[src/rtl/clock_time_core_if.sv]
// Command/display bundle between the clock mode FSM (master) and clock_time_core (slave).
interface clock_time_core_if;
  logic       sec_tick;
  logic       en;
  logic       updown;
  logic       inc_hour;
  logic       inc_min;
  logic       alm_inc_hour;
  logic       alm_inc_min;
  logic       disp_sel;
  logic       alarm_match;
  logic [6:0] seg;
  logic [3:0] an;
  logic [4:0] cur_hour;
  logic [5:0] cur_min;

  modport master (
    output sec_tick, en, updown, inc_hour, inc_min, alm_inc_hour, alm_inc_min, disp_sel,
    input  alarm_match, seg, an, cur_hour, cur_min
  );

  modport slave (
    input  sec_tick, en, updown, inc_hour, inc_min, alm_inc_hour, alm_inc_min, disp_sel,
    output alarm_match, seg, an, cur_hour, cur_min
  );
endinterface

[src/rtl/clock_time_core.sv]
// HH:MM:SS timekeeping, alarm compare and 4-digit multiplexed 7-segment scan.
// Optional macro LEADING_ZERO_BLANK_EN blanks a zero hour-tens digit.
module clock_time_core #(
  parameter int unsigned SEC_PER_MIN = 60,
  parameter int unsigned SCAN_DIV    = 1
) (
  input  logic               clk_out,
  input  logic               reset,
  clock_time_core_if.slave   bus
);

  localparam int unsigned DW       = (SCAN_DIV > 1) ? $clog2(SCAN_DIV) : 1;
  localparam logic [5:0]  SEC_LAST = 6'(SEC_PER_MIN - 1);
  localparam logic [DW-1:0] DIV_LAST = DW'(SCAN_DIV - 1);

  logic [5:0]    sec_q, sec_d;
  logic [5:0]    min_q, min_d;
  logic [4:0]    hour_q, hour_d;
  logic [5:0]    alm_min_q, alm_min_d;
  logic [4:0]    alm_hour_q, alm_hour_d;
  logic          alarm_match_q, alarm_match_d;
  logic [DW-1:0] div_q, div_d;
  logic [1:0]    idx_q, idx_d;
  logic [6:0]    seg_q, seg_d;
  logic [3:0]    an_q, an_d;

  logic [4:0]    src_hour;
  logic [5:0]    src_min;
  logic [3:0]    digit;

  function automatic logic [4:0] step_hour(input logic [4:0] v, input logic up);
    if (up) return (v == 5'd23) ? 5'd0 : v + 5'd1;
    else    return (v == 5'd0) ? 5'd23 : v - 5'd1;
  endfunction

  function automatic logic [5:0] step_min(input logic [5:0] v, input logic up);
    if (up) return (v == 6'd59) ? 6'd0 : v + 6'd1;
    else    return (v == 6'd0) ? 6'd59 : v - 6'd1;
  endfunction

  function automatic logic [6:0] seg7(input logic [3:0] d);
    case (d)
      4'd0:    return 7'b1000000;
      4'd1:    return 7'b1111001;
      4'd2:    return 7'b0100100;
      4'd3:    return 7'b0110000;
      4'd4:    return 7'b0011001;
      4'd5:    return 7'b0010010;
      4'd6:    return 7'b0000010;
      4'd7:    return 7'b1111000;
      4'd8:    return 7'b0000000;
      4'd9:    return 7'b0010000;
      default: return 7'b1111111;
    endcase
  endfunction

  always_comb begin
    sec_d         = sec_q;
    min_d         = min_q;
    hour_d        = hour_q;
    alm_min_d     = alm_min_q;
    alm_hour_d    = alm_hour_q;
    alarm_match_d = 1'b0;
    if (bus.en) begin
      if (bus.sec_tick) begin
        if (sec_q == SEC_LAST) begin
          sec_d = '0;
          min_d = step_min(min_q, 1'b1);
          if (min_q == 6'd59) hour_d = step_hour(hour_q, 1'b1);
          // Match only on a seconds-driven minute rollover, never on edits.
          alarm_match_d = (hour_d == alm_hour_q) && (min_d == alm_min_q);
        end else begin
          sec_d = sec_q + 6'd1;
        end
      end
    end else begin
      if (bus.inc_hour)     hour_d     = step_hour(hour_q, bus.updown);
      if (bus.inc_min) begin
        min_d = step_min(min_q, bus.updown);
        sec_d = '0;
      end
      if (bus.alm_inc_hour) alm_hour_d = step_hour(alm_hour_q, bus.updown);
      if (bus.alm_inc_min)  alm_min_d  = step_min(alm_min_q, bus.updown);
    end
  end

  // seg/an are computed from the index being entered so digit and anode switch together.
  always_comb begin
    div_d = div_q + DW'(1);
    idx_d = idx_q;
    if (div_q == DIV_LAST) begin
      div_d = '0;
      idx_d = idx_q + 2'd1;
    end
    src_hour = bus.disp_sel ? alm_hour_q : hour_q;
    src_min  = bus.disp_sel ? alm_min_q  : min_q;
    case (idx_d)
      2'd0:    digit = 4'(src_min % 6'd10);
      2'd1:    digit = 4'(src_min / 6'd10);
      2'd2:    digit = 4'(src_hour % 5'd10);
      default: digit = 4'(src_hour / 5'd10);
    endcase
    an_d  = ~(4'b0001 << idx_d);
    seg_d = seg7(digit);
`ifdef LEADING_ZERO_BLANK_EN
    if (idx_d == 2'd3 && digit == 4'd0) seg_d = '1;
`endif
  end

  always_ff @(posedge clk_out or posedge reset) begin
    if (reset) begin
      sec_q         <= '0;
      min_q         <= '0;
      hour_q        <= '0;
      alm_min_q     <= '0;
      alm_hour_q    <= '0;
      alarm_match_q <= 1'b0;
      div_q         <= '0;
      idx_q         <= '0;
      seg_q         <= 7'b1000000;
      an_q          <= 4'b1110;
    end else begin
      sec_q         <= sec_d;
      min_q         <= min_d;
      hour_q        <= hour_d;
      alm_min_q     <= alm_min_d;
      alm_hour_q    <= alm_hour_d;
      alarm_match_q <= alarm_match_d;
      div_q         <= div_d;
      idx_q         <= idx_d;
      seg_q         <= seg_d;
      an_q          <= an_d;
    end
  end

  assign bus.alarm_match = alarm_match_q;
  assign bus.seg         = seg_q;
  assign bus.an          = an_q;
  assign bus.cur_hour    = hour_q;
  assign bus.cur_min     = min_q;

endmodule

[src/flat_wrapper.sv]
// flat-port wrapper written by rule: the top's interface ports become plain ports
module clock_time_core_flat 
#(
  parameter int unsigned SEC_PER_MIN = 60,
  parameter int unsigned SCAN_DIV    = 1
)
  (clk_out, reset, bus_sec_tick, bus_en, bus_updown, bus_inc_hour, bus_inc_min, bus_alm_inc_hour, bus_alm_inc_min, bus_disp_sel, bus_alarm_match, bus_seg, bus_an, bus_cur_hour, bus_cur_min);
  clock_time_core_if bus_i ();
  input  logic clk_out;
  input  logic reset;
  input wire logic [$bits(bus_i.sec_tick)-1:0] bus_sec_tick;
  input wire logic [$bits(bus_i.en)-1:0] bus_en;
  input wire logic [$bits(bus_i.updown)-1:0] bus_updown;
  input wire logic [$bits(bus_i.inc_hour)-1:0] bus_inc_hour;
  input wire logic [$bits(bus_i.inc_min)-1:0] bus_inc_min;
  input wire logic [$bits(bus_i.alm_inc_hour)-1:0] bus_alm_inc_hour;
  input wire logic [$bits(bus_i.alm_inc_min)-1:0] bus_alm_inc_min;
  input wire logic [$bits(bus_i.disp_sel)-1:0] bus_disp_sel;
  output wire logic [$bits(bus_i.alarm_match)-1:0] bus_alarm_match;
  output wire logic [$bits(bus_i.seg)-1:0] bus_seg;
  output wire logic [$bits(bus_i.an)-1:0] bus_an;
  output wire logic [$bits(bus_i.cur_hour)-1:0] bus_cur_hour;
  output wire logic [$bits(bus_i.cur_min)-1:0] bus_cur_min;
  assign bus_i.sec_tick = bus_sec_tick;
  assign bus_i.en = bus_en;
  assign bus_i.updown = bus_updown;
  assign bus_i.inc_hour = bus_inc_hour;
  assign bus_i.inc_min = bus_inc_min;
  assign bus_i.alm_inc_hour = bus_alm_inc_hour;
  assign bus_i.alm_inc_min = bus_alm_inc_min;
  assign bus_i.disp_sel = bus_disp_sel;
  assign bus_alarm_match = bus_i.alarm_match;
  assign bus_seg = bus_i.seg;
  assign bus_an = bus_i.an;
  assign bus_cur_hour = bus_i.cur_hour;
  assign bus_cur_min = bus_i.cur_min;
  clock_time_core #(.SEC_PER_MIN(SEC_PER_MIN), .SCAN_DIV(SCAN_DIV)) u_core (.clk_out(clk_out), .reset(reset), .bus(bus_i));
endmodule
[config.mk]
export PLATFORM = sky130hd
export DESIGN_NAME = clock_time_core_flat
export DESIGN_NICKNAME = d
export VERILOG_FILES = /design/src/rtl/clock_time_core_if.sv /design/src/rtl/clock_time_core.sv /design/src/flat_wrapper.sv
export SDC_FILE = /design/constraint.sdc
export NUM_CORES = 1
export LEC_CHECK = 0
export CAP_MARGIN = 20
export CORE_MARGIN = 2
export CORE_UTILIZATION = 55
export CTS_BUF_LIST = sky130_fd_sc_hd__clkbuf_8
export DETAILED_ROUTE_END_ITERATION = 16
export GPL_TIMING_DRIVEN = 0
export PLACE_DENSITY = 0.92
export SYNTH_ARGS = -nofsm -noshare
export SYNTH_HDL_FRONTEND = slang
export SYNTH_SLANG_ARGS = --single-unit
[constraint.sdc]
create_clock -name clk_out -period 3.45 [get_ports clk_out]
set_clock_uncertainty 0.15 [all_clocks]
set_input_delay 0.345 -clock clk_out [delete_from_list [all_inputs] [get_ports clk_out]]
set_output_delay 0.345 -clock clk_out [all_outputs]
set_load 0.02 [all_outputs]
# Word level (Yosys, flattened, before mapping)

Memories as Yosys holds them, arrays and structs flattened. A register that Yosys moved wholly into a read port is not among the register bits.
Index checks and enable logic that the tools add are counted.

Reduce and logical (&&, ||, !) cells: 13
Equality and inequality tests: 11
Multiplexer cells: 39
Bitwise operators: 2
Divide/modulo/power cells: 4
Add/subtract/negate cells: 11
Shift-type cells: 1

Operators by type and width:

| operator                                                            | count |
|---|---|
| 6-bit 2-to-1 mux                                                    | 18 |
| 5-bit 2-to-1 mux                                                    | 15 |
| 6-bit by 1-bit adder with 6-bit output (second input constant)      | 3 |
| 6-bit equality test (second input constant)                         | 3 |
| 6-bit logical NOT                                                   | 2 |
| 4-bit case mux with 3 select lines                                  | 1 |
| 6-bit by 1-bit subtractor with 6-bit output (second input constant) | 2 |
| 5-bit by 1-bit adder with 5-bit output (second input constant)      | 2 |
| 5-bit equality test (second input constant)                         | 2 |
| 5-bit logical NOT                                                   | 2 |
| 5-bit by 1-bit subtractor with 5-bit output (second input constant) | 2 |
| 6-bit by 4-bit divider with 6-bit output (second input constant)    | 1 |
| 6-bit equality test                                                 | 1 |
| 6-bit by 4-bit modulo with 6-bit output (second input constant)     | 1 |
| 2-bit AND reduction                                                 | 3 |
| 3-bit AND reduction                                                 | 2 |
| 5-bit by 4-bit divider with 5-bit output (second input constant)    | 1 |
| 5-bit equality test                                                 | 1 |
| 5-bit by 4-bit modulo with 5-bit output (second input constant)     | 1 |
| 1-bit 2-to-1 mux                                                    | 4 |
| 4-bit NOT                                                           | 1 |
| 2-bit nonzero test                                                  | 2 |
| 1-bit by 2-bit << shifter with 4-bit output (first input constant)  | 1 |
| 2-bit by 1-bit adder with 2-bit output (second input constant)      | 1 |
| 9 further kinds                                                     | 9 |

Word-level logic and storage cells: 91
Bits in read-only memories: 112
Memories kept: 1
Bits of input ports: 10
Register bits: 36

Memory list:

| name             | depth | bits a word | read ports | clocked after memory_dff | wr ports | RTL line              | source |
|---|---|---|---|---|---|---|---|
| (name not given) | 16    | 7           | 1          | 1                        | 0        | clock_time_core.sv:42 | `case (d)` |

# Logic depth before layout (Yosys ltp)

Gate-level depths: netlist of run 1.

Depth after elaboration: 11
Depth in mapped cells: 17

# Least setup slack after synthesis of run 1

No wires, ideal clock.

Path kind: register -> register
Start: register u_core.hour_q[3], in the netlist u_core.bus.cur_hour[3]
End: register u_core.seg_q[4], in the netlist u_core.bus.seg[4]
Arrival time: 3.413 ns
Cell stages (with the launch flop): 16
Buffers on the path: 1
Period minus slack after synthesis: 3.709 ns
Setup time: 0.146 ns
Setup slack: -0.259 ns
Path through: dfrtp_1 > buf_6 > mux4_2 > ha_1 > or2_2 > o32a_1 > nand2_1 > a21oi_1 > a31oi_1 > ha_1 > nor2_1 > o2111a_1 > a311oi_2 > nand4_1 > a2111oi_1 > a311oi_1

Word-level cells in the longest chain between the ends: 3
Elaborated cells between the ends (all ways): 4
Classes of those cells: 2 x div; 2 x mux

Ends and longest elaborated chain:

| what                                                                                                | RTL line                                       | source |
|---|---|---|
| start: declaration                                                                                  | clock_time_core.sv:18                          | `logic [4:0] hour_q, hour_d;` |
| start signal: assignment                                                                            | clock_time_core.sv:125                         | `hour_q <= hour_d;` |
| 5-bit 2-to-1 mux *                                                                                  | clock_time_core.sv:95                          | `src_hour = bus.disp_sel ? alm_hour_q : hour_q;` |
| 5-bit by 4-bit divider with 5-bit output or 5-bit by 4-bit modulo with 5-bit output (tied branches) | clock_time_core.sv:101, clock_time_core.sv:100 |  |
| 4-bit case mux with 3 select lines *                                                                | clock_time_core.sv:97                          | `case (idx_d)` |
| end: declaration                                                                                    | clock_time_core.sv:24                          | `logic [6:0] seg_q, seg_d;` |

Mark *: on every way between the ends. The rest lies on a longest branch, timed or not.
A chain may end at the register's enable or synchronous reset.

# Final worst setup path of run 1

Start: register u_core.idx_q[1]
End: register u_core.seg_q[2], in the netlist u_core.bus.seg[2]

Word-level cells in the longest chain between the ends: 4
Elaborated cells between the ends (all ways): 6
Classes of those cells: 1 x add/sub; 2 x eq/ne; 2 x mux; 1 x reduce/logical

Ends and longest elaborated chain:

| what                                              | RTL line               | source |
|---|---|---|
| start: declaration                                | clock_time_core.sv:23  | `logic [1:0] idx_q, idx_d;` |
| start signal: assignment                          | clock_time_core.sv:130 | `idx_q <= idx_d;` |
| 2-bit by 1-bit adder with 2-bit output            | clock_time_core.sv:93  | `idx_d = idx_q + 2'd1;` |
| 2-bit 2-to-1 mux *                                | clock_time_core.sv:91  | `if (div_q == DIV_LAST) begin` |
| 2-bit equality test, or another cell as far along | clock_time_core.sv:97  |  |
| 4-bit case mux with 3 select lines *              | clock_time_core.sv:97  |  |

Marks and branches as above.

==> Implementation_results.wiki, run 1 <==
{| class="wikitable"
! Metric !! Value
|-
| Post-layout worst setup margin || -176.4 ps
|-
| Clock tree from TritonCTS || built
|-
| Global placement routability congestion || roughly 0.92
|-
| Number of vias in the routed layout || around 3,900
|-
| Cell with the most instances after synthesis || nand2_1
|-
| Sink count of the clock tree || 42
|-
| Cells taking the most area after synthesis || dfrtp_1, ha_1, nand2_1
|-
| Number of synthesized flops with an enable pin || 0
|-
| Final wirelength || about 10,000 um
|-
| Hold Worst Slack || between 300 and 400 ps
|-
| Element type at the critical path start || flip-flop
|-
| Post-Place Cell Area || 4165 um2
|-
| CP Data Required Time || 3500 ps
|-
| Fin crit period || 3626 ps
|-
| Worst-Margin Slew || 889.8 ps
|-
| Status || finished with violations
|-
| Vertical die dimension || 86.38 um
|-
| Die ar. || 7461 um2
|-
| Setup TNS || -1136 ps
|-
| Remaining number of nets flagged by the antenna check after routing || 0
|-
| HPWL after detailed placement || 7053 um
|-
| First element of the critical path || u_core.idx_q[1]
|-
| Hold Fails Final Rpt || 0
|-
| Final global-route overflow total || 0
|-
| Final period utilization || 105.1%
|-
| Post-synth net total || 477
|-
| Pwr/cell area || 874.0 nW/um2
|-
| Leakage power figure || 1.868 nW
|-
| Number of buffers added by the clock tree synthesis step || 5
|-
| Post-synthesis instance total || 445
|-
| Number of remaining DRC errors || 0
|-
| Unrepaired setup endpoints after global routing || true
|-
| Die outline width || 86.38 um
|-
| Routed wire per std cell || 17.88 um
|-
| Max FO, Critical Path || 7
|-
| Area growth from synthesis to final layout || 21.86%
|-
| Portion of synthesized cell area occupied by the leading cell type || 25.48%
|-
| Final nets || 532
|-
| Ordered cell list for the critical path || inv_2, ha_4, mux4_2, ha_4, or2_4, o32a_1, nand2_1, a21oi_1, a31oi_1, ha_2, nand3_2, a2bb2oi_2, a22oi_2, mux2i_4, buf_4, o21ai_2, o21ai_1
|-
| Share of layout cells above drive strength 1 || between 15 and 20%
|-
| MaxCap Viol Count || 0
|-
| Clk_lat worst skew || 310 ps
|-
| Total chip power || between 3 and 4 mW
|-
| Mean cell area of the mapped netlist || roughly 8.4 um2
|-
| Floorplan core area || 6681 um2
|-
| Number of buffers inserted for hold repair after clock tree synthesis || 0
|-
| Peak ir drop on the vdd network || 0.5752 mV
|-
| Number of distinct standard cells referenced by the synthesized netlist || between 70 and 80
|-
| Overall Global Routing Usage || 28.70%
|-
| Count of final max-slew check failures || 0
|-
| Number of H-tree branching levels || 2
|-
| Largest buffer count on any clock path || 2
|-
| Drt initial violations || between 200 and 300
|-
| Violations in the final reports || setup timing
|-
| Root Driver || clkbuf_8
|-
| Count of synthesis-stage warnings from yosys || 0
|-
| Crit path largest cell delay || 410 ps
|-
| Final setup violation count || 7
|-
| Top cell types by occurrence after synthesis || nand2_1, nor2_1, dfrtp_1
|-
| Dominant synthesized flop cell || dfrtp_1
|-
| Clock transition time at the flip-flop clock pins of the worst setup and hold paths || approximately 90 ps
|-
| Hold Startpoint || bus_en
|-
| Critical register-to-register path startpoint || u_core.idx_q[1]
|-
| Number of detailed-route iterations in the first pass || 5
|-
| Worst rel slew slack || 40.60%
|-
| Std cell rows || 30
|-
| Post-synth top area cell || dfrtp_1
|-
| Via density per instance || around 6.7
|-
| Cell seen most often among critical-path stages || ha_4
|-
| ANT cells || 0
|-
| Maximum frequency from static timing analysis || 0.2758 GHz
|-
| Count of fill cells added during filler insertion || 524
|-
| Worst setup path class || flip-flop to flip-flop
|-
| Antenna violations before repair || 0
|-
| Boundary Pins || 33
|-
| Global-route wire length before repair || 17,300 um
|-
| Port buffer count || 30
|-
| Initial Utilization || roughly 56%
|-
| Signal arrival time at the worst endpoint || 3680 ps
|-
| Post-layout instance area || 4548 um2
|-
| Max stage delay cell, worst path || dfrtp_1
|-
| Kind of end point of the critical path || flip-flop
|-
| Async set-or-reset flop fraction in the synthesized netlist || 100.0%
|-
| Via count of the first global-routing pass || 3,724
|-
| Synth Register Bits || 42
|-
| Pin count of the biggest net entering global routing || 43
|-
| Worst Hold Class || primary input to flip-flop
|-
| Syn Std Cell Area || 3732 um2
|-
| Register area share after synthesis || around 28%
|}
path summary, 6_finish.rpt:
check	cells after the start	slack, ps	to
max	17	-180	u_core.bus.seg[2]
min	3	310	u_core.sec_q[0]
max reg2reg	17	-180	u_core.bus.seg[2]
min reg2reg	1	380	u_core.sec_q[0]
max in group asynchronous	2	2150	u_core.alm_hour_q[4]
min in group asynchronous	2	390	u_core.sec_q[3]
critical path: cells and delay by family (launching register included):
kind,cells,cell delay (ps)
AO/OA/AOI/OAI,7,1070
adder cells (fa/ha/maj),3,670
buffers and inverters,2,280
flip-flops,1,410
multiplexers,2,530
AND/OR/NAND/NOR,3,390
metrics by stage:
step                util, %  std cells  setup slack, ps
finish                68.07        581           -176.4
global route          68.07        581           -340.3
CTS                   67.51        579           -110.2
detailed placement    62.34        555           -922.0
global placement      62.34        555           -826.9
floorplan                 -        445           -197.4
sequential cells by signal, indices dropped and copies added (netlist names):
register,cells
u_core.bus.seg,7
u_core.sec_q,6
u_core.alm_hour_q,5
u_core.bus.cur_hour,5
u_core.bus.an,4
u_core.alm_min_q,6
u_core.bus.cur_min,6
u_core.bus.alarm_match,1
u_core.idx_q,2
cell usage in the layout (no fill, tap or decap), types with 4 or more instances in the layout:
cell type	n
xor2_1	16
clkbuf_8	5
dfstp_2	4
inv_1	22
ha_1	19
dfrtp_2	4
and3_1	6
clkdlybuf4s50_1	29
o22ai_1	7
clkbuf_1	18
buf_4	22
mux2i_1	6
nor2_1	39
o21ai_1	4
nand4_1	7
a211oi_1	6
nor3_1	17
a31oi_1	7
or3_1	6
nand2_1	50
o21ai_0	26
a21oi_1	21
nand3_1	14
xnor2_1	7
mux4_2	7
dfrtp_1	34
o31ai_1	6
cells by family after synthesis:
family	share of synthesized area (%)
adder cells (fa/ha/maj)	7.375
AO/OA/AOI/OAI	22.93
flip-flops	28.29
AND/OR/NAND/NOR	21.72
multiplexers	8.515
XOR/XNOR	5.397
buffers and inverters	5.766
cell type report:
type                       instances  area, um2  share of cell area, %
clock buffer                       5      68.82                  1.513
tap                               80      100.1                  2.201
timing repair buffer              50      452.9                  9.959
buffer                            24      102.6                  2.256
sequential                        42       1061                  23.33
inverter                          26      97.59                  2.146
multi-input combinational        351       2620                  57.61
clock inverter                     3      45.04                 0.9904
power breakdown:
part / internal, mW / switching (mW)
combinational: 1.20 / 1.49
clock: 0.216 / 0.199
sequential: 0.660 / 0.214
what timing repair did:
item / CTS / global route
buffers inserted: 17 / 3
pin swaps: 12 / 5
setup endpoints to repair: 7 / 7
resized for setup: 23 / 4
cloned: 0 / 0
routing by layer:
layer	vias up	global-route usage (%)	part of all wire, %
met3	35	5.333	7.3
met2	235	50.56	50
met1	1860	34.47	40
met4	0	11.51	2.9
li1	1741	-	-
met5	-	0	0
Note: power is estimated with default switching activity, not from simulation.
==> run 2, diff against run 1 <==
ABC_AREA = 1   (was default)
CORE_UTILIZATION = 54   (was 55)
PLACE_DENSITY = 0.91   (was 0.92)
==> Implementation_results.wiki, run 2 <==
{| class="wikitable"
! Metric !! Value
|-
| Status || finished, final reports clean
|-
| # resized after CTS || 0 (-100%)
|-
| Largest buffer count on any clock path || 2 (unchanged)
|-
| Hold Fails Final Rpt || 0 (unchanged)
|-
| Unrepaired setup endpoints after global routing || false
|-
| Number of detailed-route iterations in the first pass || 6 (+1)
|-
| Kind of end point of the critical path || flip-flop
|-
| Peak ir drop on the vdd network || 0.5133 mV (-11%)
|-
| Leakage power figure || 1.937 nW (+3.7%)
|-
| Cells after DPL || 608 (+9.5%)
|-
| Share of layout cells above drive strength 1 || 10.58% (-6.0 points)
|-
| Clock transition time at the flip-flop clock pins of the worst setup and hold paths || 90 ps (about the same)
|-
| Register area share after synthesis || 30.18% (+1.9 points)
|-
| Floorplan core area || 6314 um2 (-5.5%)
|-
| Number of distinct standard cells referenced by the synthesized netlist || 39 (-49%)
|-
| Global-route wire length before repair || 14,550 um (-16%)
|-
| Cells taking the most area after synthesis || dfrtp_1, nand2_1, ha_1
|-
| Dominant synthesized flop cell || dfrtp_1
|-
| Count of final max-slew check failures || 0 (unchanged)
|-
| Core occupancy in the finished layout || 63.52% (-4.6 points)
|-
| Worst rel slew slack || 41.22% (+0.62 points)
|-
| Worst-Margin Slew || 880.4 ps (-9.319 ps)
|-
| Clock tree from TritonCTS || built
|-
| Number of buffers inserted for hold repair after clock tree synthesis || 0 (unchanged)
|-
| Worst R2R Path Depth || 23 (+6)
|-
| Remaining number of nets flagged by the antenna check after routing || 0 (unchanged)
|-
| Boundary Pins || 33 (unchanged)
|-
| Post-synthesis instance total || 500 (+12%)
|-
| Number of buffers added by the clock tree synthesis step || 5 (unchanged)
|-
| Std cell rows || 29 (-3.3%)
|-
| Top cell types by occurrence after synthesis || nand2_1, inv_1, nand3_1
|-
| Final global-route overflow total || 0 (unchanged)
|-
| Number of H-tree branching levels || 2 (unchanged)
|-
| Final period utilization || 91.12% (-14 points)
|-
| Max FO, Critical Path || 10 (+3)
|-
| Post-synth top area cell || dfrtp_1
|-
| Synth Register Bits || 42 (unchanged)
|-
| Via density per instance || 5.683 (-15%)
|-
| Area growth from synthesis to final layout || 14.59%
|-
| Overall Global Routing Usage || 24.40% (-4.3 points)
|-
| ANT cells || 0 (unchanged)
|-
| Via count of the first global-routing pass || 3,302 (-11%)
|-
| Antenna violations before repair || 0 (unchanged)
|-
| Number of vias in the routed layout || 3,501 (-9.6%)
|-
| Die ar. || 7141 um2 (-4.3%)
|-
| Final setup violation count || 0 (-7)
|-
| Maximum frequency from static timing analysis || 0.3181 GHz (+15%)
|-
| Max FFs per register || 7 (unchanged)
|-
| Vertical die dimension || 84.51 um (-2.2%)
|-
| Cell with the most instances after synthesis || nand2_1
|-
| Initial Utilization || 55.43% (-0.43 points)
|-
| Syn Std Cell Area || 3500 um2 (-6.2%)
|-
| Hold path cells || 1 (-2)
|-
| Mean cell area of the mapped netlist || 6.999 um2 (-17%)
|-
| Number of post-CTS setup repair buffers || 0 (-17)
|-
| Post-synth net total || 532 (+12%)
|-
| Worst Hold Class || flip-flop to flip-flop
|-
| Count of synthesis-stage warnings from yosys || 0 (unchanged)
|-
| Sink count of the clock tree || 42 (unchanged)
|-
| Worst setup path class || primary input to flip-flop
|-
| Element type at the critical path start || primary input
|-
| Root Driver || clkbuf_8
|-
| Most frequent standard cell in the layout excluding fill and tap cells || nand2_1
|-
| HPWL after detailed placement || 6231 um (-12%)
|-
| Count of fill cells added during filler insertion || 583 (+11%)
|-
| Setup TNS || 0 ps (+1136 ps)
|-
| Non-filler instance count after layout || 616 (+6.0%)
|-
| Signal arrival time at the worst endpoint || 3190 ps (-490 ps)
|-
| Die outline width || 84.51 um (-2.2%)
|-
| Portion of synthesized cell area occupied by the leading cell type || 27.17% (+1.7 points)
|-
| Hold Worst Slack || 384.1 ps (+69.33 ps)
|-
| Port buffer count || 31 (+3.3%)
|-
| Fin crit period || 3144 ps (-482.8 ps)
|-
| CP Data Required Time || 3500 ps (about the same)
|-
| Number of remaining DRC errors || 0 (unchanged)
|-
| Routed wire per std cell || 13.52 um (-24%)
|-
| Global placement routability congestion || 0.9340 (+1.4%)
|-
| MaxCap Viol Count || 0 (unchanged)
|-
| Clk_lat worst skew || 310 ps (about the same)
|-
| Drt initial violations || 310 (+8.8%)
|-
| Final nets || 570 (+7.1%)
|-
| Number of synthesized flops with an enable pin || 0 (unchanged)
|-
| Most frequent cells in the layout || nand2_1, inv_1, nand3_1, o21ai_0, dfrtp_1
|-
| Pin count of the biggest net entering global routing || 43 (unchanged)
|-
| Final wirelength || 8329 um (-20%)
|-
| Async set-or-reset flop fraction in the synthesized netlist || 100.0% (unchanged)
|-
| Pwr/cell area || 676.6 nW/um2 (-23%)
|}
## run 2: cell count changes after synthesis, moves of 7 or more
| cell | previous run | this run |
|---|---|---|
| nand2_1 | 50 | 107 |
| inv_1 | 25 | 65 |
| nand3_1 | 15 | 51 |
| o21ai_0 | 28 | 44 |
| nand2_2 | 0 | 13 |
| clkbuf_1 | 19 | 7 |
| a21oi_1 | 23 | 15 |
| mux4_2 | 7 | 0 |
## run 2: cell families (layout without fill, tap and decap cells)
group | after synthesis | in the layout | synth area share [%]
buffers and inverters | 85 | 124 | 9.832
AO/OA/AOI/OAI | 95 | 95 | 16.12
flip-flops | 42 | 42 | 30.18
adder cells (fa/ha/maj) | 22 | 22 | 7.865
AND/OR/NAND/NOR | 234 | 234 | 30.50
XOR/XNOR | 22 | 22 | 5.506
## run 2: through the flow
step / area [um2] / total power, mW / setup WS, ps
finish: 4010 / 2.713 / 306.4
global route: 4010 / 2.969 / 27.90
CTS: 3993 / 2.698 / 212.7
detailed placement: 3906 / 2.365 / -27.53
global placement: 3906 / 2.299 / 16.37
floorplan: 3500 / 1.941 / 553.8
## run 2: critical path, stage by stage
cell and delay, ps:
clkdlybuf4s50_1 530, buf_6 160, buf_6 150, nand2_2 60
o21ai_2 80, nand2_1 80, nand2_2 100, ha_1 250
nor2_2 120, a21oi_2 60, nand2_2 80, nand2_2 50
nand2_1 70, nand3_1 110, nand2_4 100, nand3_1 60
nand3_1 90, nand2_2 90, ha_1 290, inv_1 60
nand3_1 90, nand3_1 100, nand2_1 50
## run 2: path summary, 6_finish.rpt
| path | start | to | slack, ps |
|---|---|---|---|
| setup / recovery | bus_disp_sel | u_core.bus.seg[3] | 310 |
| hold / removal | u_core.sec_q[0] | u_core.sec_q[0] | 380 |
| setup reg to reg | u_core.idx_q[1] | u_core.bus.seg[3] | 370 |
| hold reg to reg | u_core.sec_q[0] | u_core.sec_q[0] | 380 |
| max in group asynchronous | reset | u_core.alm_min_q[3] | 2200 |
| min in group asynchronous | reset | u_core.bus.cur_min[1] | 390 |
## run 2: area by class of cell
class | instances | area (um2) | share of cell area, %
Timing Repair Buffer | 31 | 310.3 | 7.738
Multi-Input combinational cell | 373 | 2117 | 52.79
Tap cell | 77 | 96.34 | 2.402
Buffer | 13 | 73.82 | 1.841
Clock inverter | 3 | 17.52 | 0.4368
Clock buffer | 5 | 68.82 | 1.716
Inverter | 72 | 270.3 | 6.739
Sequential cell | 42 | 1056 | 26.33
## run 2: per-layer routing
layer | GRT usage [%] | vias to the layer above | part of all wire (%)
met5 | 0 | - | 0
met1 | 31.19 | 1598 | 41
li1 | - | 1717 | -
met4 | 9.524 | 0 | 3.0
met3 | 2.852 | 31 | 6.1
met2 | 42.16 | 155 | 50
## run 2: power by group
part / total [mW] / switching, mW / leakage, nW / internal, mW
Sequential: 0.764 / 0.130 / 0.505 / 0.633
Clock: 0.319 / 0.179 / 0.0493 / 0.140
Combinational: 1.63 / 1.01 / 1.38 / 0.622
==> run 3, diff against run 2 <==
CORE_MARGIN = 4   (was 2)
==> Implementation_results.wiki, run 3 (synthesis gave the netlist of run 2 again) <==
{| class="wikitable"
! Metric !! Value
|-
| Global-route wire length before repair || 14,160 um (-2.7%)
|-
| Non-filler instance count after layout || 616 (unchanged)
|-
| Share of layout cells above drive strength 1 || 10.20% (-0.37 points)
|-
| Initial Utilization || 55.43% (unchanged)
|-
| Final global-route overflow total || 0 (unchanged)
|-
| Max FO, Critical Path || 10 (unchanged)
|-
| Number of H-tree branching levels || 2 (unchanged)
|-
| Kind of end point of the critical path || flip-flop
|-
| Pin count of the biggest net entering global routing || 43 (unchanged)
|-
| Worst-Margin Slew || 896.4 ps (+15.99 ps)
|-
| Final wirelength || 8337 um (about the same)
|-
| Vertical die dimension || 88.51 um (+4.7%)
|-
| Clock tree from TritonCTS || built
|-
| Cells after DPL || 608 (unchanged)
|-
| Signal arrival time at the worst endpoint || 3250 ps (+60 ps)
|-
| Routed wire per std cell || 13.53 um (about the same)
|-
| Sink count of the clock tree || 42 (unchanged)
|-
| Via count of the first global-routing pass || 3,320 (+0.55%)
|-
| Antenna violations before repair || 0 (unchanged)
|-
| Worst-case register-to-register setup slack || 330 ps (-40 ps)
|-
| Worst Hold Class || primary input to async pin
|-
| Clock transition time at the flip-flop clock pins of the worst setup and hold paths || 90 ps (about the same)
|-
| Std cell rows || 29 (unchanged)
|-
| Total chip power || 2.711 mW (about the same)
|-
| Critical register-to-register path startpoint || u_core.idx_q[1]
|-
| Maximum frequency from static timing analysis || 0.3117 GHz (-2.0%)
|-
| Core occupancy in the finished layout || 63.48% (about the same)
|-
| Global placement routability congestion || 0.9402 (+0.66%)
|-
| Remaining number of nets flagged by the antenna check after routing || 0 (unchanged)
|-
| Area growth from synthesis to final layout || 14.52% (about the same)
|-
| Die ar. || 7833 um2 (+9.7%)
|-
| Max FFs per register || 7 (unchanged)
|-
| Hold Fails Final Rpt || 0 (unchanged)
|-
| Final setup violation count || 0 (unchanged)
|-
| Status || finished, final reports clean
|-
| Overall Global Routing Usage || 22.69% (-1.7 points)
|-
| Number of vias in the routed layout || 3,454 (-1.3%)
|-
| Clk_lat worst skew || 300 ps (about the same)
|-
| Number of detailed-route iterations in the first pass || 5 (-1)
|-
| Element type at the critical path start || primary input
|-
| Unrepaired setup endpoints after global routing || false
|-
| Most frequent standard cell in the layout excluding fill and tap cells || nand2_1
|-
| MaxCap Viol Count || 0 (unchanged)
|-
| Internal power summed over all cells || 1.394 mW (-0.12%)
|-
| Switching share of power || 48.59% (about the same)
|-
| Leakage power figure || 1.937 nW (about the same)
|-
| Die outline width || 88.51 um (+4.7%)
|-
| ANT cells || 0 (unchanged)
|-
| Peak ir drop on the vdd network || 0.6160 mV (+20%)
|-
| Number of buffers added by the clock tree synthesis step || 5 (unchanged)
|-
| Combinational fraction of design power || 60.0% (about the same)
|-
| Sequential share of power || 28.1% (about the same)
|-
| Floorplan core area || 6314 um2 (unchanged)
|-
| Port buffer count || 31 (unchanged)
|-
| Largest buffer count on any clock path || 2 (unchanged)
|-
| CP Data Required Time || 3490 ps (about the same)
|-
| Most frequent cells in the layout || nand2_1, inv_1, nand3_1, o21ai_0, dfrtp_1
|-
| Post-Place Cell Area || 3906 um2 (unchanged)
|-
| Via density per instance || 5.607 (-1.3%)
|-
| HPWL after detailed placement || 6358 um (+2.0%)
|-
| Number of remaining DRC errors || 0 (unchanged)
|-
| Switching power || 1.318 mW (about the same)
|-
| Count of final max-slew check failures || 0 (unchanged)
|-
| Worst setup path class || primary input to flip-flop
|-
| Boundary Pins || 33 (unchanged)
|-
| Proportion of power drawn by the clock network || 11.9% (about the same)
|-
| Fin crit period || 3208 ps (+64.47 ps)
|-
| Final nets || 570 (unchanged)
|-
| Crit Reg-Reg Endpoint || u_core.bus.seg[3]
|-
| Root Driver || clkbuf_8
|-
| Worst R2R Path Depth || 22 (-4.3%)
|-
| Number of buffers inserted for hold repair after clock tree synthesis || 0 (unchanged)
|-
| Worst rel slew slack || 40.15% (-1.1 points)
|-
| Post-layout instance area || 4008 um2 (about the same)
|-
| Pwr/cell area || 676.5 nW/um2 (about the same)
|-
| Drt initial violations || 251 (-19%)
|-
| Final period utilization || 92.99% (+1.9 points)
|}
==> run 3: cell types whose count changed in the layout (fill, tap and decap cells not counted) <==
cell / previous run / this run
inv_2: 8 / 7
nor2_2: 1 / 0
nor2_1: 33 / 34
inv_1: 64 / 65
==> run 3: power groups by stage <==
stage	combinational (mW)	clock [mW]	sequential, mW
6_report	1.63	0.321	0.762
3_3_place_gp	1.53	0	0.762
3_5_place_dp	1.61	0	0.767
4_1_cts	1.61	0.328	0.758
5_1_grt	1.83	0.346	0.779
2_1_floorplan	1.11	0	0.834
==> run 3: final cells by class <==
class / instances / area (um2)
buffer: 13 / 73.82
clock buffer: 5 / 68.82
clock inverter: 3 / 17.52
fill: 581 / 2306
inverter: 72 / 270.3
multi-input combinational: 373 / 2115
sequential: 42 / 1056
tap: 77 / 96.34
timing repair buffer: 31 / 310.3
==> run 3: routing by layer <==
metal  track usage, %  wire length [um]
met5                0                 0
met2            40.11              4108
met3            2.886               420
met4            11.81               316
met1            26.78              3492
==> run 3: worst max-delay path by stage <==
stage	from	endpoint	slack, ps	cells past startpoint
after CTS	u_core.idx_q[1]	u_core.bus.seg[3]	180	22
after floorplan	u_core.idx_q[1]	u_core.bus.seg[3]	550	22
after global routing	bus_disp_sel	u_core.bus.seg[3]	8	23
after global placement	bus_disp_sel	u_core.bus.seg[3]	40	23
after detailed placement	bus_disp_sel	u_core.bus.seg[3]	-90	23
final	bus_disp_sel	u_core.bus.seg[3]	240	23
==> run 3: critical path: stages <==
cell	delay, ps
clkdlybuf4s50_1	540
buf_6	170
buf_6	140
nand2_2	60
o21ai_2	80
nand2_1	90
nand2_2	100
ha_1	230
nor2_1	130
a21oi_2	60
nand2_2	80
nand2_2	50
nand2_1	90
nand3_1	120
nand2_4	100
nand3_1	60
nand3_1	100
nand2_2	90
ha_1	300
inv_1	50
nand3_1	90
nand3_1	100
nand2_1	60
==> run 3: per-stage QoR <==
stage	worst slack [ps]	hold WS [ps]	TNS (ps)
finish	241.9	386.6	0
global route	8.467	426.0	0
CTS	178.5	383.5	0
detailed placement	-89.44	360.1	-89.44
global placement	43.25	338.5	0
floorplan	553.8	314.8	0
==> run 3: what timing repair did <==
action / 4_1_cts / 5_1_grt
setup endpoints to repair: 0 / 3
gates resized for setup: 0 / 4
buffers inserted: 0 / 0
endpoints found under the hold margin: 0 / 0
==> patch, RTL diff (settings of run 1) <==
Add a define of `LEADING_ZERO_BLANK_EN`.
--- a/src/rtl/clock_time_core.sv
+++ b/src/rtl/clock_time_core.sv
@@ -1,4 +1,6 @@
 // HH:MM:SS timekeeping, alarm compare and 4-digit multiplexed 7-segment scan.
 // Optional macro LEADING_ZERO_BLANK_EN blanks a zero hour-tens digit.
+`define LEADING_ZERO_BLANK_EN
+
 module clock_time_core #(
   parameter int unsigned SEC_PER_MIN = 60,
Formal check against the unedited RTL: not equivalent (Yosys sat finds a counterexample within 4 cycles, from zero or initial values and one cycle with reset high).
==> patch against run 1 <==
- worst setup slack improved by 340 ps
- sequential cell count unchanged
- power decreased by 14%
- first-iteration DRC count increased by 5.3%
- sequential power decreased by 3.2%
- routed wire length decreased by 6.5%
- synthesized area decreased by 0.50%
- design area decreased by 5.9%
==> patch: results (changes against run 1) <==
| Metric | Value |
|---|---|
| Status | `completed` |
| Reg-to-reg slack, setup | `160 ps (+340 ps)` |
| Sequential share of the synthesized area | `28.4% (+0.14 points)` |
| Clock-cell share of area | `1.93% (-0.57 points)` |
| Worst Hold Launch | `u_core.idx_q[0]` |
| Max IR drop VDD | `0.383 mV (-33%)` |
| Vias in the first global route | `3479 (-6.6%)` |
| DP HPWL | `6830 um (-3.2%)` |
| Cells taking the most area after synthesis | `dfrtp_1 (26%), ha_1 (7.4%), a21oi_1 (5.5%)` |
| Buffers excl. clock | `67 (-9.5%)` |
| P_int | `1.76 mW (-15%)` |
| Filler instances | `518 (-1.1%)` |
| Synth Net Count | `478 (+0.21%)` |
| #MultiIn Comb | `347 (-1.1%)` |
| Logic pwr share | `66.0% (-1.6 points)` |
| Worst Reg2Reg Path Length in Cells | `16 (-1)` |
| Cells after synthesis | `446 (+0.22%)` |
| First-pass GRT wire length | `15800 um (-8.5%)` |
| Initial DRC count | `300 (+5.3%)` |
| Post-synth top cells | `nand2_1 (43), a21oi_1 (41), dfrtp_1 (38), nor2_1 (32), o21ai_0 (28)` |
| Final std cells w/o fill | `568 (-2.2%)` |
| Register Area | `0.00106 mm2 (-0.47%)` |
| Leak pwr | `1.74 nW (-7.0%)` |
| Hold path depth | `1 (-2)` |
| Synth Area in Adders | `7.41% (+0.037 points)` |
| # Post-CTS Setup Buffers | `0 (-17)` |
| Dpl cells | `554 (-0.18%)` |
| NonClk Buf Share | `11.7% (-0.52 points)` |
| Critical Path AT | `3360 ps (-320 ps)` |
| Fraction of area in multi-input gates | `57.1% (-0.53 points)` |
| WL per Instance | `17.1 um (-4.3%)` |
| Vias | `3707 (-4.2%)` |
| Mapped Avg Cell Area | `8.33 um2 (-0.73%)` |
| DP Area | `0.00412 mm2 (-1.1%)` |
| Routability cong. | `0.961 (+4.3%)` |
| Buffers on Ports | `31 (+3.3%)` |
==> patch: worst max-delay path by stage <==
stage / start / to / slack [ps] / cells past startpoint
2_1_floorplan: u_core.bus.cur_hour[4] / u_core.bus.seg[4] / 260 / 15
3_3_place_gp: bus_disp_sel / u_core.bus.seg[4] / -410 / 17
3_5_place_dp: bus_disp_sel / u_core.bus.seg[4] / -530 / 19
4_1_cts: u_core.idx_q[1] / u_core.bus.seg[4] / 20 / 18
5_1_grt: u_core.idx_q[1] / u_core.bus.seg[3] / -70 / 16
6_report: u_core.idx_q[1] / u_core.bus.seg[4] / 160 / 16
==> patch: layer usage <==
metal  vias to the layer above  global-route usage (%)  part of all wire, %
met5                         -                       0                    0
met3                        38                    4.38                  7.9
met1                      1767                    31.8                   39
met4                         0                    11.1                  3.6
li1                       1703                       -                    -
met2                       199                    45.6                   49
